## src/rtl/hs_unit_rr_arb_reg.sv

```systemverilog
// Round-robin arbiter over NUM_REQ valid/ready producers
// feeding one shared output register with requester index.
module hs_unit_rr_arb_reg #(
  parameter type DATA_TYPE = logic,
  parameter int  NUM_REQ   = 4,
  localparam int IDX_W     = (NUM_REQ > 1) ? $clog2(NUM_REQ) : 1
) (
  input  logic                 clk,
  input  logic                 rst,
  input  logic [NUM_REQ-1:0]   req_valid,
  output logic [NUM_REQ-1:0]   req_ready,
  input  DATA_TYPE             req_data [NUM_REQ],
  output logic                 out_valid,
  input  logic                 out_ready,
  output DATA_TYPE             out_data,
  output logic [IDX_W-1:0]     out_idx
);

  logic [IDX_W-1:0]   rr_ptr;
  logic [IDX_W-1:0]   g;
  logic [IDX_W-1:0]   g_hi;
  logic [IDX_W-1:0]   g_lo;
  logic [IDX_W-1:0]   ptr_nxt;
  logic               hi;
  logic               lo;
  logic               found;
  logic               load;
  logic               xfer;
  logic [NUM_REQ-1:0] grant;

  // Requesters at/above the pointer beat those that wrapped below it.
  always_comb begin
    hi   = 1'b0;
    lo   = 1'b0;
    g_hi = '0;
    g_lo = '0;
    for (int i = NUM_REQ - 1; i >= 0; i--) begin
      if (req_valid[i]) begin
        if (IDX_W'(i) >= rr_ptr) begin
          hi   = 1'b1;
          g_hi = IDX_W'(i);
        end else begin
          lo   = 1'b1;
          g_lo = IDX_W'(i);
        end
      end
    end
    found = hi || lo;
    g     = hi ? g_hi : g_lo;
  end

  always_comb begin
    grant = '0;
    for (int i = 0; i < NUM_REQ; i++) begin
      grant[i] = found && (IDX_W'(i) == g);
    end
  end

  assign load      = !out_valid || out_ready;
  assign xfer      = load && found && !rst;
  assign req_ready = (load && !rst) ? grant : '0;
  assign ptr_nxt   = (g == IDX_W'(NUM_REQ - 1)) ? '0 : g + 1'b1;

  always_ff @(posedge clk) begin
    if (rst) begin
      out_valid <= 1'b0;
      out_idx   <= '0;
      rr_ptr    <= '0;
    end else if (load) begin
      out_valid <= found;
      if (found) begin
        out_idx <= g;
        rr_ptr  <= ptr_nxt;
      end
    end
  end

  // Datapath register, intentionally not reset.
  always_ff @(posedge clk) begin
    if (xfer) begin
      out_data <= req_data[g];
    end
  end

endmodule

```

## config.mk

```make
export PLATFORM = sky130hd
export DESIGN_NAME = hs_unit_rr_arb_reg
export DESIGN_NICKNAME = d
export VERILOG_FILES = /design/src/rtl/hs_unit_rr_arb_reg.sv
export SDC_FILE = /design/constraint.sdc
export NUM_CORES = 1
export LEC_CHECK = 0
export CORE_AREA = 2 2 39 41
export CTS_CLUSTER_DIAMETER = 100
export CTS_CLUSTER_SIZE = 40
export DETAILED_ROUTE_END_ITERATION = 6
export DIE_AREA = 0 0 41 43
export PLACE_DENSITY = 0.72
export SLEW_MARGIN = 40
export SYNTH_ARGS = -nofsm -noshare
export SYNTH_HDL_FRONTEND = slang
export SYNTH_SLANG_ARGS = --single-unit
```

## constraint.sdc

```tcl
create_clock -name clk -period 2.8 [get_ports clk]
set_input_delay 0.7 -clock clk [delete_from_list [all_inputs] [get_ports clk]]
set_output_delay 0.7 -clock clk [all_outputs]
set_load 0.005 [all_outputs]
```

# After elaboration in Yosys (flattened, before gate mapping)
# Index checks and enable logic that the tools add are counted.
# W data, S select, Z words.
dict set report classes {
  mux 38
  n_eq_ne 4
  n_lt_le_gt_ge 5
  reduce_logical 13
  bitwise 1
  addsub 1
}
# operator count
set ops {}
lappend ops {{$mux W2} 18}
lappend ops {{$mux W1} 18}
lappend ops {{$logic_and A1 B1 Y1} 7}
lappend ops {{$eq A2 B2 Y1 const A} 2}
lappend ops {{$ge A1 B2 Y1 const A} 2}
lappend ops {{$ge A2 B2 Y1 const A} 2}
lappend ops {{$mux W4} 1}
lappend ops {{$ge A3 B3 Y1 const B} 1}
lappend ops {{$not A2 Y3} 1}
lappend ops {{$add A2 B1 Y2 const B} 1}
lappend ops {{$bmux W1 S2} 1}
lappend ops {{$eq A1 B2 Y1 const A} 1}
lappend ops {{$eq A2 B2 Y1 const B} 1}
lappend ops {{$logic_not A1 Y1} 2}
lappend ops {{$logic_not A2 Y1} 1}
lappend ops {{$logic_or A1 B1 Y1} 2}
lappend ops {{$reduce_and A2 Y1} 1}
dict set report word_totals {
  register_bits 6
  elab_cells 66
  output_inout_bits 8
}

# Logic depth before layout (Yosys ltp)
# Gate-level depths: netlist of the first run.
dict set report depth {
  depth_word 14
  mapped_depth 6
  ltp_nobuf 6
}

# Worst setup path after synthesis of the first run
# No wires, ideal clock.
dict set report synth_timing {
  kind {input to output}
  start {input port req_valid[2]}
  end {output port req_ready[0]}
  path_stages 6
  path_slack_ps 460
  t_required_ps 2100
  t_arrival_ps 1640
  path_cell_list {or2b_1 a21oi_2 a211oi_4 inv_1 ha_1 and2_1}
}
dict set report synth_via {
  elab_chain_cells 9
  word_cells_on_any_way 25
}
# element line
set synth_rtl {}
lappend synth_rtl {{from (decl)} 10} ;# input logic [NUM_REQ-1:0] req_valid,
lappend synth_rtl {{$mux W2 / $mux W1 (equally long branches)} 38} ;# if (req_valid[i]) begin
lappend synth_rtl {{$mux W2 / $mux W1 (equally long branches)} 39} ;# if (IDX_W'(i) >= rr_ptr) begin
lappend synth_rtl {{$mux W2 / $mux W1 (equally long branches)} 38}
lappend synth_rtl {{$mux W2 / $mux W1 (equally long branches)} 39}
lappend synth_rtl {{$mux W2 / $mux W1 (equally long branches)} 38}
lappend synth_rtl {{$mux W2 *} 49} ;# g = hi ? g_hi : g_lo;
lappend synth_rtl {{net g[0]} 20} ;# logic [IDX_W-1:0] g;
lappend synth_rtl {{$logic_not A2 Y1 *} 55} ;# grant[i] = found && (IDX_W'(i) == g);
lappend synth_rtl {{$logic_and A1 B1 Y1 *} 55}
lappend synth_rtl {{$mux W4 *} 61} ;# assign req_ready = (load && !rst) ? grant : '0;
lappend synth_rtl {{to (decl)} 11} ;# output logic [NUM_REQ-1:0] req_ready,
# Mark *: on every way through the listed nets, which the timed path passes. The rest lies on a longest branch.

# Worst setup path after layout of the first run
dict set report layout_timing {
  start {input port req_valid[3]}
  end {output port req_ready[0]}
}
dict set report layout_via {
  elab_chain_cells 11
  word_cells_on_any_way 33
}
# element line
set layout_rtl {}
lappend layout_rtl {{$mux W2 / $mux W1 (equally long branches)} 38}
lappend layout_rtl {{$mux W2 / $mux W1 (equally long branches)} 39}
lappend layout_rtl {{$mux W2 / $mux W1 (equally long branches)} 38}
lappend layout_rtl {{$mux W2 / $mux W1 (equally long branches)} 39}
lappend layout_rtl {{$mux W2 / $mux W1 (equally long branches)} 38}
lappend layout_rtl {{$mux W2 / $mux W1 (equally long branches)} 39}
lappend layout_rtl {{$mux W2 / $mux W1 (equally long branches)} 38}
lappend layout_rtl {{$mux W2 *} 49}
lappend layout_rtl {{net g[0]} 20}
lappend layout_rtl {{$logic_not A2 Y1 *} 55}
lappend layout_rtl {{$logic_and A1 B1 Y1 *} 55}
lappend layout_rtl {{$mux W4 *} 61}
# Marks and branches as above.

==> metrics.yaml, run 1 <==
grt:
  grt_max_degree: 6
  grt_pass1_wl_mm: 2.06
  grt_use_total_pct: 17.3
  grt_pass1_vias: 460
  antenna_found_initial: 0
  met2_usage_pct: 28.7
  top_usage_layer: "met2"
  grt-ovfl-total: 0
  grtUsageMet3_pct: 4.71
  grt_use_met1_pct: 21.2
critical_path:
  arrival_ps: 2070
  worstPathCellList: "dlygate4sd2_1, o22ai_2, a211oi_4, inv_1, ha_1, and2_1, dlygate4sd2_1"
  cpPeakStageDelay_ps: 320
  cp-end-kind: "output pin"
  crit_cells: 7
  cp_common_cell: "dlygate4sd2_1"
  path_class: "input pin to output pin"
  critPathBufInv: 3
  cp-start-kind: "input pin"
  rr_worst_depth: 7
  crit_fanout: 4
  worstPathRequired_ps: 2100
  cpLargestDelayFamily: "buffers and inverters"
  critPathSlowestCell: "dlygate4sd2_1"
min_path:
  hp-class: "flip-flop to flip-flop"
  whs_path_depth: 2
layout:
  fill_cells: 131
  diodes: 0
  final_area_um2: 790
  layout_commonest_cell: "buf_4"
  final_cell_mix: "buf_4 (18), clkdlybuf4s50_1 (10), a21oi_1 (6)"
  nets: 103
  drive_gt1_share_pct: 37.9
  area.growth.synth_to_final_pct: 81.3
  finalNonFillerCells: 103
  utilization_pct: 57.1
floorplanning:
  die_area_mm2: 0.00176
  die_x_um: 41
  dieHeight_um: 43
  start_util_pct: 31.5
  rows: 14
  coreArea_mm2: 0.00138
  ios: 19
sta:
  period_share_pct: 98.9
  finalHoldViolCount: 0
  fin_worst_skew_ps: 5.11
  post-route-min-period_ps: 2770
  slew_headroom_pct: 79.5
  finalSetupTns_ps: 0
  tightest_slew_ps: 306
  rsz0062_at_grt: "yes"
  finalMaxSlewViolations: 0
  setup-violations-final: 0
  fmax_mhz: 361
routing:
  drc_errors: 0
  vias: 469
  drt-total-wl_mm: 1.28
  drtPass1Iterations: 4
  vias_per_cell: 4.55
  wl_per_cell_um: 12.4
  dr.first_iter.drc_count: 9
  drtAntennaViolNets: 0
cts:
  cts_sinks: 6
  clock_latency_ps: 240
  cts.clk_slew.worst_paths_ps: 50
  htree_num_levels: 1
  clock_path_buffers: 2
  cts_buffers: 3
  ctsRootBufferMaster: "clkbuf_4"
  tritoncts: "built"
placed_design:
  hpwl_um: 846
  portBuffers: 18
  placed_area_um2: 718
  dp.cells: 93
  place_congestion: 0.721
pwr:
  irDropWorstVdd_mv: 0.282
  leakage_nw: 0.391
  power_density_mw_per_mm2: 440
logic_synthesis:
  synth_fp_nets: 63
  postSynthAreaPerCell_um2: 9.07
  syn_area_um2: 435
  yosysSeqAreaShare_pct: 29.9
  ys_warn_count: 0
  synth_cells: 48
  ys_types: 19
  synth_seq_cells: 6
run_status:
  status: "finished clean"
flow_run:
  cap_viol_max_count: 0
[flip-flops by register name (all words and copies together), names as in the netlist]
signal	cells
out_idx	2
rr_ptr	2
out_data	1
out_valid	1
[cells by family (layout without fill, tap and decap cells)]
family | Yosys count | after routing | synth area share [%]
buffers and inverters | 6 | 45 | 5.17
multiplexers | 3 | 3 | 6.90
AND/OR/NAND/NOR | 16 | 16 | 19.3
adder cells (fa/ha/maj) | 4 | 4 | 11.5
AO/OA/AOI/OAI | 13 | 13 | 27.3
flip-flops | 6 | 6 | 29.9
[tightest hold or removal path: stages (launching register included)]
cell     delay (ps)
dfxtp_1         310
nand2_1          50
a21oi_1          50
[area by class of cell]
class | instances | area, µm² | area share, %
multi-input cells | 36 | 302 | 38.2
repair buffers | 35 | 289 | 36.6
flip-flops and latches | 6 | 130 | 16.5
clock buffers | 4 | 26.3 | 3.33
inverters | 6 | 22.5 | 2.85
well taps | 16 | 20.0 | 2.54
[per-layer routing]
layer | share of wire, % | wire length [µm] | up-vias
met1 | 41 | 526 | 217
met2 | 54 | 692 | 11
met3 | 4.6 | 59 | 0
met4 | 0 | 0 | 0
li1 | - | - | 241
met5 | 0 | 0 | -
[power by group]
| part | leakage (nW) | switching (mW) | internal, mW |
|---|---|---|---|
| Sequential | 0.0511 | 0.0108 | 0.0996 |
| Clock | 0.0150 | 0.0319 | 0.0540 |
| Combinational | 0.325 | 0.0622 | 0.0889 |
[path summary, 6_finish.rpt]
kind | startpoint | endpoint | slack (ps)
worst max-delay path | req_valid[3] | req_ready[0] | 30
worst min-delay path | out_idx[0] | out_idx[0] | 460
worst max register to register | rr_ptr[1] | out_data | 1090
worst min register to register | out_idx[0] | out_idx[0] | 460
[per-stage QoR]
| stage | setup slack (ps) | power [mW] | hold slack (ps) |
|---|---|---|---|
| after floorplan | 460 | 0.170 | 447 |
| after global placement | -478 | 0.238 | 444 |
| after detailed placement | -519 | 0.242 | 446 |
| after CTS | 28.2 | 0.341 | 459 |
| after global routing | -23.4 | 0.372 | 481 |
| final | 32.0 | 0.347 | 460 |
[synth_stat cells (all sizes together)]
library cell	number	area share [%]
o22ai	1	1.4
o41ai	1	6.3
or2b	1	1.7
ha	4	11
a41oi	1	2.0
nand2b	2	2.9
edfxtp	1	6.9
dfxtp	5	23
and2	5	7.2
mux2i	3	6.9
a21oi	7	8.9
inv	6	5.2
a21o	1	1.7
nor2	2	1.7
a211oi	1	4.6
o22a	1	2.3
nand2	6	5.7
[timing repair]
item,4_1_cts,5_1_grt
pin swaps,5,3
setup buffers,4,2
hold buffers,0,0
gates resized for setup,19,3
setup endpoints to repair,4,2
Power figures use the tool's default switching activity.
==> inputs of run 2 (changes only) <==
--- a/config.mk
+++ b/config.mk
@@ -5,13 +5,14 @@
 export SDC_FILE = /design/constraint.sdc
 export NUM_CORES = 1
 export LEC_CHECK = 0
-export CORE_AREA = 2 2 39 41
+export CORE_AREA = 3 3 40 42
 export CTS_CLUSTER_DIAMETER = 100
 export CTS_CLUSTER_SIZE = 40
 export DETAILED_ROUTE_END_ITERATION = 6
-export DIE_AREA = 0 0 41 43
+export DIE_AREA = 0 0 43 45
 export PLACE_DENSITY = 0.72
 export SLEW_MARGIN = 40
 export SYNTH_ARGS = -nofsm -noshare
 export SYNTH_HDL_FRONTEND = slang
 export SYNTH_SLANG_ARGS = --single-unit
+export TNS_END_PERCENT = 20
==> metrics.yaml, run 2 (synthesis gave the netlist of run 1 again) <==
run_status:
  status: "finished clean"
placed_design:
  portBuffers: 18  # unchanged
  post-place-ws_ps: -493  # +26.2 ps
  place_congestion: 0.806  # +12%
  placed_area_um2: 732  # +1.9%
  hpwl_um: 874  # +3.4%
  dp.cells: 94  # +1.1%
layout:
  final_area_um2: 791  # +0.16%
  seq_area_um2: 130  # unchanged
  final_cell_mix: "buf_4 (15), clkdlybuf4s50_1 (10), inv_1 (6)"
  utilization_pct: 61.5  # +4.5 points
  drive_gt1_share_pct: 34.9  # -3.0 points
  diodes: 0  # unchanged
  area.growth.synth_to_final_pct: 81.6
  nets: 102  # -0.97%
  fill_cells: 121  # -7.6%
  multi_input_area_um2: 295  # -2.1%
  layout_commonest_cell: "buf_4"
  reg_top3: "out_idx (2), rr_ptr (2)"
  finalNonFillerCells: 101  # -1.9%
routing:
  vias_per_cell: 4.50  # -1.3%
  drtPass1Iterations: 2  # -2
  drc_errors: 0  # unchanged
  drtAntennaViolNets: 0  # unchanged
  wl_per_cell_um: 10.9  # -12%
  dr.first_iter.drc_count: 4  # -5
  drt-total-wl_mm: 1.10  # -14%
  vias: 454  # -3.2%
sta:
  final.setup.worst_slack_ps: 71.2  # +39.2 ps
  rsz0062_at_grt: "yes"
  setup-violations-final: 0  # unchanged
  period_share_pct: 97.5  # -1.4 points
  hold_ws_ps: 458  # -2.57 ps
  slew_headroom_pct: 78.9  # -0.62 points
  finalMaxSlewViolations: 0  # unchanged
  fmax_mhz: 366  # +1.4%
  tightest_slew_ps: 315  # +9.33 ps
  post-route-min-period_ps: 2730  # -39.2 ps
  fin_worst_skew_ps: 5.76  # +0.645 ps
  finalHoldViolCount: 0  # unchanged
critical_path:
  arrival_ps: 2030  # -40 ps
  r2r_slack_ps: 1140  # +50 ps
  critPathBufInv: 3  # unchanged
  cp-end-kind: "output pin"
  r2r-end: "out_data"
  rr_worst_depth: 7  # unchanged
  worstPathRequired_ps: 2100  # about the same
  crit_fanout: 4  # unchanged
  cp-start-kind: "input pin"
  cpPeakStageDelay_ps: 240  # -80 ps
  path_class: "input pin to output pin"
  worstPathCellList: "clkdlybuf4s15_2, or2b_1, a21oi_2, a211oi_4, buf_6, ha_1, and2_1, clkdlybuf4s15_1"
  cpLargestDelayFamily: "buffers and inverters"
  r2r_start: "rr_ptr[1]"
  critPathSlowestCell: "or2b_1"
floorplanning:
  die_x_um: 43  # +4.9%
  rows: 13  # -1
  ios: 19  # unchanged
  dieHeight_um: 45  # +4.7%
  die_area_mm2: 0.00194  # +9.8%
  start_util_pct: 33.9  # +2.4 points
  coreArea_mm2: 0.00128  # -7.1%
cts:
  ctsRootBufferMaster: "clkbuf_4"
  cts_sinks: 6  # unchanged
  tritoncts: "built"
  clock_latency_ps: 250  # about the same
  cts_buffers: 3  # unchanged
  htree_num_levels: 1  # unchanged
  cts.clk_slew.worst_paths_ps: 50  # about the same
  clock_path_buffers: 2  # unchanged
pwr:
  power_density_mw_per_mm2: 429  # -2.5%
  irDropWorstVdd_mv: 0.222  # -21%
  leakage_nw: 0.376  # -3.7%
flow_run:
  cap_viol_max_count: 0  # unchanged
grt:
  antenna_found_initial: 0  # unchanged
  grt_pass1_wl_mm: 1.95  # -5.4%
  grt-ovfl-total: 0  # unchanged
  grt_max_degree: 6  # unchanged
  grt_use_total_pct: 13.4  # -4.0 points
  grt_pass1_vias: 460  # unchanged
min_path:
  hp-start: "out_idx[1]"
  whs_path_depth: 2  # unchanged
  min_to: "out_idx[1]"
  hp-class: "flip-flop to flip-flop"
==> run 2: cell count changes in the layout (fill, tap and decap cells not counted), moves of 2 or more <==
cell | before | now
clkdlybuf4s15_2 | 0 | 2
buf_4 | 18 | 15
dlygate4sd2_1 | 5 | 3
clkdlybuf4s15_1 | 0 | 2
==> run 2: worst max path at each step <==
stage	startpoint	endpoint	depth (start not counted)
finish	req_valid[1]	req_ready[3]	8
global route	req_valid[2]	req_ready[0]	8
CTS	req_valid[1]	req_ready[1]	8
detailed placement	req_valid[0]	req_ready[0]	8
global placement	req_valid[1]	req_ready[0]	8
floorplan	req_valid[2]	req_ready[0]	6
==> run 2: final cells by class <==
class	count	share of cell area, %
Clock buffer	4	3.32
Inverter	6	2.85
Multi-Input combinational cell	36	37.3
Sequential cell	6	16.5
Tap cell	15	2.37
Timing Repair Buffer	34	37.7
==> run 2: metal layers <==
metal,global-route usage [%],vias to the layer above,wire [µm]
met5,0,-,0
met4,5.42,0,20
met3,2.79,2,49
met2,23.7,10,543
met1,15.9,202,484
li1,-,240,-
==> run 2: through the flow <==
stage / total power [mW] / setup TNS, ps
2_1_floorplan: 0.170 / 0
3_3_place_gp: 0.240 / -1770
3_5_place_dp: 0.242 / -1880
4_1_cts: 0.341 / 0
5_1_grt: 0.364 / -7.94
6_report: 0.339 / 0
==> run 2: power breakdown <==
part | switching (mW) | internal, mW | total, mW
combinational | 0.0564 | 0.0849 | 0.141
sequential | 0.0100 | 0.0995 | 0.110
clock | 0.0342 | 0.0542 | 0.0884
==> run 2: worst register-to-register path: stages (launching register included) <==
cell and delay [ps]:
dfxtp_1 460, a21o_1 190, a21oi_2 60, o22a_2 200, buf_4 140, buf_4 140, mux2i_1 140, mux2i_1 80
==> run 2: timing repair <==
| action | CTS | global route |
|---|---|---|
| resized for setup | 15 | 5 |
| endpoints found under the setup margin | 4 | 4 |
| endpoints found under the hold margin | 0 | 0 |
| pin swaps | 5 | 1 |
| gates cloned | 0 | 0 |
| hold buffers | 0 | 0 |
| setup buffers | 3 | 0 |
==> inputs of run 3 (changes only) <==
==> constraint.sdc (replaced) <==
create_clock -name clk -period 3.24 [get_ports clk]
set_input_delay 0.81 -clock clk [delete_from_list [all_inputs] [get_ports clk]]
set_output_delay 0.81 -clock clk [all_outputs]
set_load 0.005 [all_outputs]
==> metrics.yaml, run 3 (synthesis gave the netlist of run 1 again) <==
cts:
  cts_sinks: 6  # unchanged
  cts.clk_slew.worst_paths_ps: 50  # about the same
  ctsRootBufferMaster: "clkbuf_4"
  tritoncts: "built"
  clock_latency_ps: 250  # about the same
  clock_path_buffers: 2  # unchanged
  htree_num_levels: 1  # unchanged
  cts_buffers: 3  # unchanged
critical_path:
  critPathSlowestCell: "dlygate4sd2_1"
  cpLargestDelayFamily: "buffers and inverters"
  arrival_ps: 2230  # +200 ps
  r2r-end: "out_data"
  cp-end-kind: "output pin"
  cpPeakStageDelay_ps: 260  # +20 ps
  critPathBufInv: 3  # unchanged
  rr_worst_depth: 7  # unchanged
  r2r_slack_ps: 1590  # +450 ps
  cp_common_cell: "dlygate4sd2_1"
  path_class: "input pin to output pin"
  crit_fanout: 3  # -1
  worstPathRequired_ps: 2430  # +330 ps
  worstPathCellList: "dlygate4sd2_1, or2b_1, a21oi_2, a211oi_4, buf_4, ha_1, and2_1, dlygate4sd2_1"
  cp-start-kind: "input pin"
  r2r_start: "rr_ptr[1]"
placed_design:
  placed_area_um2: 739  # +1.0%
  place_congestion: 0.753  # -6.6%
  post-place-ws_ps: -326  # +167 ps
  dp.cells: 95  # +1.1%
  hpwl_um: 862  # -1.5%
  portBuffers: 18  # unchanged
run_status:
  status: "finished clean"
grt:
  grt_pass1_vias: 468  # +1.7%
  grt_max_degree: 6  # unchanged
  grt_pass1_wl_mm: 2.09  # +7.5%
  antenna_found_initial: 0  # unchanged
  grt_use_total_pct: 14.4  # +1.0 points
  grt-ovfl-total: 0  # unchanged
sta:
  period_share_pct: 93.8
  setup-violations-final: 0  # unchanged
  tightest_slew_ps: 316  # +0.903 ps
  rsz0062_at_grt: "no"
  fmax_mhz: 329
  post-route-min-period_ps: 3040
  slew_headroom_pct: 78.9  # about the same
  fin_worst_skew_ps: 10.3  # +4.57 ps
  finalHoldViolCount: 0  # unchanged
  final.setup.worst_slack_ps: 200  # +129 ps
  hold_ws_ps: 463  # +5.78 ps
  finalSetupTns_ps: 0  # unchanged
  finalMaxSlewViolations: 0  # unchanged
layout:
  final_cell_mix: "buf_4 (18), clkdlybuf4s50_1 (10), inv_1 (6), a21oi_1 (6), dlygate4sd2_1 (6)"
  fill_cells: 117  # -3.3%
  area.growth.synth_to_final_pct: 83.6
  utilization_pct: 62.2  # +0.68 points
  nets: 105  # +2.9%
  reg_top3: "out_idx (2), rr_ptr (2)"
  layout_commonest_cell: "buf_4"
  final_area_um2: 800  # +1.1%
  drive_gt1_share_pct: 32.6  # -2.3 points
  finalNonFillerCells: 104  # +3.0%
  diodes: 0  # unchanged
  multi_input_area_um2: 285  # -3.4%
  seq_area_um2: 130  # unchanged
min_path:
  whs_path_depth: 2  # unchanged
  hp-start: "out_idx[1]"
  hp-class: "flip-flop to flip-flop"
  min_to: "out_idx[1]"
pwr:
  total_power_uw: 300  # -11%
  leakage_nw: 0.402  # +6.8%
  power_density_mw_per_mm2: 375  # -12%
  irDropWorstVdd_mv: 0.249  # +12%
routing:
  drc_errors: 0  # unchanged
  vias_per_cell: 4.53  # +0.75%
  dr.first_iter.drc_count: 3  # -1
  drtAntennaViolNets: 0  # unchanged
  drtPass1Iterations: 3  # +1
  drt-total-wl_mm: 1.16  # +5.7%
  wl_per_cell_um: 11.1  # +2.6%
  vias: 471  # +3.7%
floorplanning:
  die_area_mm2: 0.00194  # unchanged
  start_util_pct: 33.9  # unchanged
  ios: 19  # unchanged
  coreArea_mm2: 0.00128  # unchanged
  rows: 13  # unchanged
  die_x_um: 43  # unchanged
  dieHeight_um: 45  # unchanged
flow_run:
  cap_viol_max_count: 0  # unchanged
run 3: worst max path at each step:
stage	start	cells past startpoint	end	slack (ps)
after floorplan	req_valid[2]	6	req_ready[0]	680
after global placement	req_valid[0]	8	req_ready[0]	-250
after CTS	req_valid[1]	9	req_ready[1]	-6
final	req_valid[2]	8	req_ready[3]	200
after detailed placement	req_valid[0]	8	req_ready[0]	-330
after global routing	req_valid[0]	9	req_ready[0]	80
run 3: timing repair:
item,4_1_cts,5_1_grt
buffers inserted,4,1
gates resized for setup,11,2
hold buffers,0,0
endpoints found under the setup margin,4,3
pin swaps,4,3
run 3: layout make-up:
class / instances / share of cell area [%]
Tap cell: 15 / 2.35
Multi-Input combinational cell: 36 / 35.7
Clock buffer: 4 / 3.29
Sequential cell: 6 / 16.3
Timing Repair Buffer: 37 / 39.6
Inverter: 6 / 2.82
run 3: layer usage:
layer,GRT usage (%),share of wire (%),up-vias,wire [µm]
li1,-,-,248,-
met1,17.1,43,211,503
met2,25.1,50,10,583
met3,2.39,4.8,2,56
met4,7.23,1.4,0,16
met5,0,0,-,0
run 3: worst register-to-register path, stage by stage (launching register included):
cell,delay (ps)
dfxtp_1,460
a21o_1,150
a21oi_1,50
o22a_2,230
buf_4,140
buf_4,140
mux2i_1,140
mux2i_1,80
run 3: power by group:
group	internal (mW)	total, mW	switching, mW
clock	0.0468	0.0756	0.0288
sequential	0.0860	0.0944	0.00846
combinational	0.0789	0.130	0.0513
total	0.212	0.300	0.0886
